`src/rtl/systolic_pkg.sv`:
```
// Shared constants and controller state encoding for the 4x4 systolic array sequencer.
package systolic_pkg;

    localparam int N           = 4;
    localparam int FEED_CYCLES = 2 * N - 1;

    typedef enum logic [2:0] {
        IDLE  = 3'd0,
        CLEAR = 3'd1,
        FEED  = 3'd2,
        DRAIN = 3'd3,
        DONE  = 3'd4
    } ctrl_state_t;

endpackage

```
`src/rtl/systolic_skew_mux.sv`:
```
// Combinational diagonal-skew selection of west (A rows) and north (B columns) feed values for feed step t.
module systolic_skew_mux
    import systolic_pkg::*;
#(
    parameter int DW = 8
) (
    input  logic [N*N-1:0][DW-1:0] a_buf,
    input  logic [N*N-1:0][DW-1:0] b_buf,
    input  logic [3:0]             t,
    output logic [N-1:0][DW-1:0]   west,
    output logic [N-1:0][DW-1:0]   north
);

    // Row i sees A[i][t-i]; column j sees B[t-j][j]; outside the diagonal band the lane is zero.
    always_comb begin
        int d;
        d     = 0;
        west  = '0;
        north = '0;
        for (int i = 0; i < N; i++) begin
            d = int'(t) - i;
            if (d >= 0 && d < N) begin
                west[i]  = a_buf[4'(i * N + d)];
                north[i] = b_buf[4'(d * N + i)];
            end
        end
    end

endmodule

```
`src/rtl/systolic_ctrl.sv`:
```
// Sequencer for the 4x4 output-stationary systolic array: operand buffering, clear, skewed feed, drain, done.
// Optional performance counters are enabled by defining SYSTOLIC_CTRL_PERF_EN.
module systolic_ctrl
    import systolic_pkg::*;
#(
    parameter int DW           = 8,
    parameter int DRAIN_CYCLES = 7,
    parameter int CLR_CYCLES   = 1
) (
    input  logic          clk,
    input  logic          rst,
    input  logic          ld_valid,
    output logic          ld_ready,
    input  logic          ld_sel,
    input  logic [3:0]    ld_addr,
    input  logic [DW-1:0] ld_data,
    input  logic          start,
    output logic          busy,
    output logic          done,
    output logic          arr_clr,
    output logic [DW-1:0] feed_west0,
    output logic [DW-1:0] feed_west1,
    output logic [DW-1:0] feed_west2,
    output logic [DW-1:0] feed_west3,
    output logic [DW-1:0] feed_north0,
    output logic [DW-1:0] feed_north1,
    output logic [DW-1:0] feed_north2,
    output logic [DW-1:0] feed_north3
`ifdef SYSTOLIC_CTRL_PERF_EN
    ,
    output logic [15:0]   perf_busy_cyc,
    output logic [7:0]    perf_runs
`endif
);

    ctrl_state_t state, state_nxt;
    logic [3:0]  cnt, cnt_nxt;
    logic        ld_we;
    logic        done_q;

    logic [N*N-1:0][DW-1:0] a_buf, b_buf;
    logic [N-1:0][DW-1:0]   west_mux, north_mux;
    logic [N-1:0][DW-1:0]   west_q, north_q;

    always_ff @(posedge clk or negedge rst) begin
        if (!rst) begin
            state <= IDLE;
            cnt   <= '0;
        end else begin
            state <= state_nxt;
            cnt   <= cnt_nxt;
        end
    end

    // cnt is the per-state cycle counter; in FEED it is the feed step t.
    always_comb begin
        state_nxt = state;
        cnt_nxt   = cnt;
        ld_ready  = 1'b0;
        busy      = 1'b0;
        arr_clr   = 1'b0;
        case (state)
            IDLE, DONE: begin
                ld_ready = 1'b1;
                if (start) begin
                    state_nxt = CLEAR;
                    cnt_nxt   = '0;
                end
            end
            CLEAR: begin
                busy    = 1'b1;
                arr_clr = 1'b1;
                if (cnt == 4'(CLR_CYCLES - 1)) begin
                    state_nxt = FEED;
                    cnt_nxt   = '0;
                end else begin
                    cnt_nxt = cnt + 4'd1;
                end
            end
            FEED: begin
                busy = 1'b1;
                if (cnt == 4'(FEED_CYCLES - 1)) begin
                    state_nxt = DRAIN;
                    cnt_nxt   = '0;
                end else begin
                    cnt_nxt = cnt + 4'd1;
                end
            end
            DRAIN: begin
                busy = 1'b1;
                if (cnt == 4'(DRAIN_CYCLES - 1)) begin
                    state_nxt = DONE;
                    cnt_nxt   = '0;
                end else begin
                    cnt_nxt = cnt + 4'd1;
                end
            end
            default: begin
                state_nxt = IDLE;
                cnt_nxt   = '0;
            end
        endcase
    end

    assign ld_we = ld_valid && ld_ready;

    always_ff @(posedge clk or negedge rst) begin
        if (!rst) begin
            a_buf <= '0;
            b_buf <= '0;
        end else if (ld_we) begin
            if (ld_sel) begin
                b_buf[ld_addr] <= ld_data;
            end else begin
                a_buf[ld_addr] <= ld_data;
            end
        end
    end

    // A load in DONE marks the array result stale while the state stays DONE.
    always_ff @(posedge clk or negedge rst) begin
        if (!rst) begin
            done_q <= 1'b0;
        end else if (state_nxt != DONE) begin
            done_q <= 1'b0;
        end else if (state != DONE) begin
            done_q <= 1'b1;
        end else if (ld_we) begin
            done_q <= 1'b0;
        end
    end

    assign done = done_q;

    systolic_skew_mux #(
        .DW(DW)
    ) u_skew_mux (
        .a_buf (a_buf),
        .b_buf (b_buf),
        .t     (cnt_nxt),
        .west  (west_mux),
        .north (north_mux)
    );

    // Feeds are selected one cycle early from the upcoming step so the registered value lines up with FEED step t.
    always_ff @(posedge clk or negedge rst) begin
        if (!rst) begin
            west_q  <= '0;
            north_q <= '0;
        end else if (state_nxt == FEED) begin
            west_q  <= west_mux;
            north_q <= north_mux;
        end else begin
            west_q  <= '0;
            north_q <= '0;
        end
    end

    assign feed_west0  = west_q[0];
    assign feed_west1  = west_q[1];
    assign feed_west2  = west_q[2];
    assign feed_west3  = west_q[3];
    assign feed_north0 = north_q[0];
    assign feed_north1 = north_q[1];
    assign feed_north2 = north_q[2];
    assign feed_north3 = north_q[3];

`ifdef SYSTOLIC_CTRL_PERF_EN
    always_ff @(posedge clk or negedge rst) begin
        if (!rst) begin
            perf_busy_cyc <= '0;
            perf_runs     <= '0;
        end else begin
            if (busy && perf_busy_cyc != 16'hFFFF) begin
                perf_busy_cyc <= perf_busy_cyc + 16'd1;
            end
            if (state == DRAIN && state_nxt == DONE) begin
                perf_runs <= perf_runs + 8'd1;
            end
        end
    end
`endif

endmodule

```
`config.mk`:
```
export PLATFORM = sky130hd
export DESIGN_NAME = systolic_ctrl
export DESIGN_NICKNAME = d
export VERILOG_FILES = /design/src/rtl/systolic_pkg.sv /design/src/rtl/systolic_skew_mux.sv /design/src/rtl/systolic_ctrl.sv
export SDC_FILE = /design/constraint.sdc
export NUM_CORES = 1
export LEC_CHECK = 0
export BUFFER_PORTS_ARGS = -buffer_cell sky130_fd_sc_hd__buf_4
export CORE_MARGIN = 4
export CORE_UTILIZATION = 51
export DETAILED_ROUTE_END_ITERATION = 8
export PLACE_DENSITY = 0.65
export SLEW_MARGIN = 20
export SYNTH_ARGS = -nofsm -noshare
export SYNTH_HDL_FRONTEND = slang
export SYNTH_SLANG_ARGS = --single-unit
```
`constraint.sdc`:
```
create_clock -name clk -period 4.13 [get_ports clk]
set_input_delay 0.413 -clock clk [delete_from_list [all_inputs] [get_ports clk]]
set_output_delay 0.413 -clock clk [all_outputs]
set_load 0.1 [all_outputs]
```
==> summary.md <==
| Metric | Value |
|---|---|
| Initial antenna violation count | 1 |
| Die H | roughly 180 µm |
| Number of synthesized flops with an enable pin | 0 |
| Core area | about 28000 µm² |
| Number of global-route vias before repair | 8734 |
| Overall Global Routing Usage | approximately 20% |
| Post-DP HPWL | approximately 19000 µm |
| Critical setup path kind | reg2reg |
| Critical path startpoint category | register |
| Longest Clk Path Bufs | 3 |
| Failing checks | negative hold slack |
| Largest delay contributor family on the critical path | simple AND/OR/NAND/NOR gates |
| Pre-CTS setup slack | about 0.55 ns |
| I/O pin total | 85 |
| Final nets | ~1000 |
| Slowest stage cell, crit path | nor3_4 |
| Largest net degree at the start of global routing | 106 |
| Final Hold Viols | 45 |
| Worst hold path type | in2async |
| Die area | 31170 µm² |
| Yosys top cell area share | between 50% and 60% |
| Yosys top cell by area | dfrtp_1 |
| First-pass DRT Iterations | 4 |
| CP Depth | 12 |
| Synth area leaders | dfrtp_1 (57%), mux2_2 (20%), mux4_2 (7.6%) |
| TritonCTS clock tree | built |
| Die Width | between 150 and 200 µm |
| Peak VDD IR | approximately 0.78 mV |
| Synth Area per Inst | about 15 µm² |
| Switching portion of total power | a little under two fifths |
| Synth Warn # | 0 |
| Max_cap viols | 0 |
| Crit-path max FO | 35 |
| Yosys cell types | 53 |
| Sequential power share | between 30% and 40% |
| Worst path required time | between 4 and 5 ns |
| CTS clk-pin slew, worst paths | roughly 0.060 ns |
| Setup crit end kind | register |
| Share of layout cells above drive strength 1 | between 40 and 50% |
| Post-synth design cell area | 14490 µm² |
| Storage element area | between 8000 and 9000 µm² |
| Status | complete, but fails checks |
| Total Routed Length | roughly 30000 µm |
| Slew @ Worst Pin | 1.094 ns |
| TritonCTS Buffers | 36 |
| Syn-to-layout area delta | 15.06% |
| Port buffer count | 84 |
| Bufs and invs on worst path | 3 |
| Total power | ~0.013 W |
| Routed via count | 8162 |
| Synth Flop Type | dfrtp_1 |
| # resized after CTS | 0 |
| Drt drc | 0 |
| Tcrit/Tclk final | roughly 87% |
| WHS | -0.04045 ns |
| Final Skew | ~0.017 ns |
| First DRT Iteration DRCs | 497 |
| Slew Limit Headroom | 26.83% |
| CTS sink count | approximately 330 |
| Max incr delay on CP | 0.60 ns |
| First-pass GRT wire length | 50390 µm |
| WL/cell | around 22 µm |
| Placer's final routability congestion estimate | between 0.7 and 0.8 |
| DR vias/cell | 5.736 |
| # H-tree levels | 2 |
| Final Worst Setup Slack | between 0.5 and 0.6 ns |
| GRT met3 Usage | 2.784% |
| Total internal power | 0.008143 W |
| FF+latch count, synth | 328 |
| Starting Density | between 50% and 60% |
| Combinational cell fraction of total power | 42.4% |
| Asr flop ratio synth | 100.0% |
| Reported net switching power | ~0.0050 W |
| Cts hold-fix bufs | 0 |
| Root buffer cell | clkbuf_16 |
| Filler instances | between 2000 and 2500 |
| CP arrival | roughly 4 ns |
| Std-Cell Rows | 61 |
| # Post-CTS Setup Buffers | 0 |
| Seq/Total Area, Yosys | a little under three fifths |
| Placed Area | 15390 µm² |
| Power density over the cells | slightly below 800 nW/µm² |
| Reg2Reg Depth | 12 |
| GR Util met2 | between 30% and 40% |
| Grt met1 use | a little over 30% |
| Later-pin clock latency in the skew report | 0.51 ns |
| Slew Viols, Final | 0 |
| Post-DRT Antenna Nets | 0 |
| Gr busiest metal | met2 |
| CP cell instances | inv_1 -> ha_1 -> nor3b_2 -> o22ai_4 -> a22oi_2 -> buf_4 -> ha_1 -> inv_1 -> a31oi_1 -> xor2_1 -> nor3_4 -> and2_1 |
| Post-Synthesis Cells | between 900 and 1000 |
| Unrepaired setup endpoints after global routing | no |
| Total grt overflow | 0 |
| Final setup fails | 0 |
| Setup TNS | 0 ns |
| Max Clock Freq | ~280 MHz |
| Pleak | roughly 8.0 nW |
| Clk pwr share | approximately a quarter |
| Area of the multi-input gates | between 5000 and 6000 µm² |
| # diodes | 0 |
| Syn Nets | 970 |
| Fin area | 16670 µm² |
| Min Tclk post-route | roughly 3.6 ns |
## routing by layer
| metal | routed length, µm | share of wire (%) |
|---|---|---|
| met5 | 0 | 0 |
| met4 | 504 | 1.6 |
| met3 | 1348 | 4.4 |
| met2 | 14900 | 48 |
| met1 | 13990 | 46 |
## path summary, 6_finish.rpt
| kind | start | slack [ns] | to |
|---|---|---|---|
| setup / recovery | cnt[0] | 0.55 | feed_west1[2] |
| hold / removal | rst | -0.04 | feed_north3[6] |
| setup reg to reg | cnt[0] | 0.55 | feed_west1[2] |
| hold reg to reg | a_buf[41] | 0.50 | a_buf[41] |
| max in group asynchronous | rst | 3.07 | a_buf[69] |
| min in group clk | start | 0.15 | state[0] |
## worst register-to-register path: stages, from the launching register on
cell and delay (ns):
dfrtp_1 0.48, inv_1 0.16, ha_1 0.15, nor3b_2 0.35, o22ai_4 0.16, a22oi_2 0.22, buf_4 0.50, ha_1 0.30
inv_1 0.06, a31oi_1 0.17, xor2_1 0.12, nor3_4 0.60, and2_1 0.23
## synthesized netlist by cell type (all sizes together) (9+ instances only)
library cell and number:
dfrtp 328, mux2 257, mux4 49, clkbuf 41
nand2 26, buf 23, nor2b 20, and2 17
o221ai 17, and3 16, mux2i 16, nor2 16
o21a 16, o22ai 16, a2111oi 15, nor3 10
inv 9
## cells in the final DEF (no fill, tap or decap), types with 7 or more instances in the layout
cell / n
dfrtp_1: 328
mux2_2: 257
buf_4: 96
mux4_2: 49
clkbuf_16: 38
nand2_1: 26
nor2b_1: 20
and2_1: 16
o221ai_1: 16
mux2i_1: 16
o21a_1: 16
and3_1: 16
o22ai_1: 15
nor2_1: 14
clkbuf_8: 10
a2111oi_4: 9
inv_1: 8
nand2b_1: 8
nand3_1: 7
ha_1: 7
## metrics by stage
stage                     util, %  cells
after floorplan                 -    945
after global placement      55.11   1358
after detailed placement    55.11   1358
after CTS                   59.68   1423
after global routing        59.68   1423
final                       59.68   1423
## final cells by class
cell class	instances	area share [%]
inverter	9	0.2176
tap	378	2.837
clock inverter	11	0.9981
timing repair buffer	99	4.653
clock buffer	54	6.664
multi-input combinational	544	35.40
sequential	328	49.23
## registers in the layout, indices dropped and copies added, names as in the netlist
name and count:
feed_west1 8, a_buf 128, feed_north0 8, feed_north2 8, b_buf 128, cnt 4
feed_north1 8, done 1, feed_west2 8, state 3, feed_west0 8, feed_west3 8
feed_north3 8
## power groups by stage
stage | Clock (W) | Sequential, W | Combinational [W]
2_1_floorplan | 0 | 0.00491 | 0.00386
3_3_place_gp | 0 | 0.00425 | 0.00558
3_5_place_dp | 0 | 0.00426 | 0.00563
4_1_cts | 0.00345 | 0.00421 | 0.00565
5_1_grt | 0.00360 | 0.00429 | 0.00601
6_report | 0.00338 | 0.00421 | 0.00559
## cells by family (layout without fill, tap and decap cells)
logic type	count (synthesis)	after routing	share of synthesized area (%)
DFF	328	328	56.64
muxes	322	322	28.69
and+or+nand+nor	129	129	5.120
AOI/OAI and AO/OA	80	80	5.742
buffers and inverters	73	173	2.754
adders and majority gates	8	8	0.6908
xor gates and xnor gates	5	5	0.3541
Note: power is estimated with default switching activity, not from simulation.
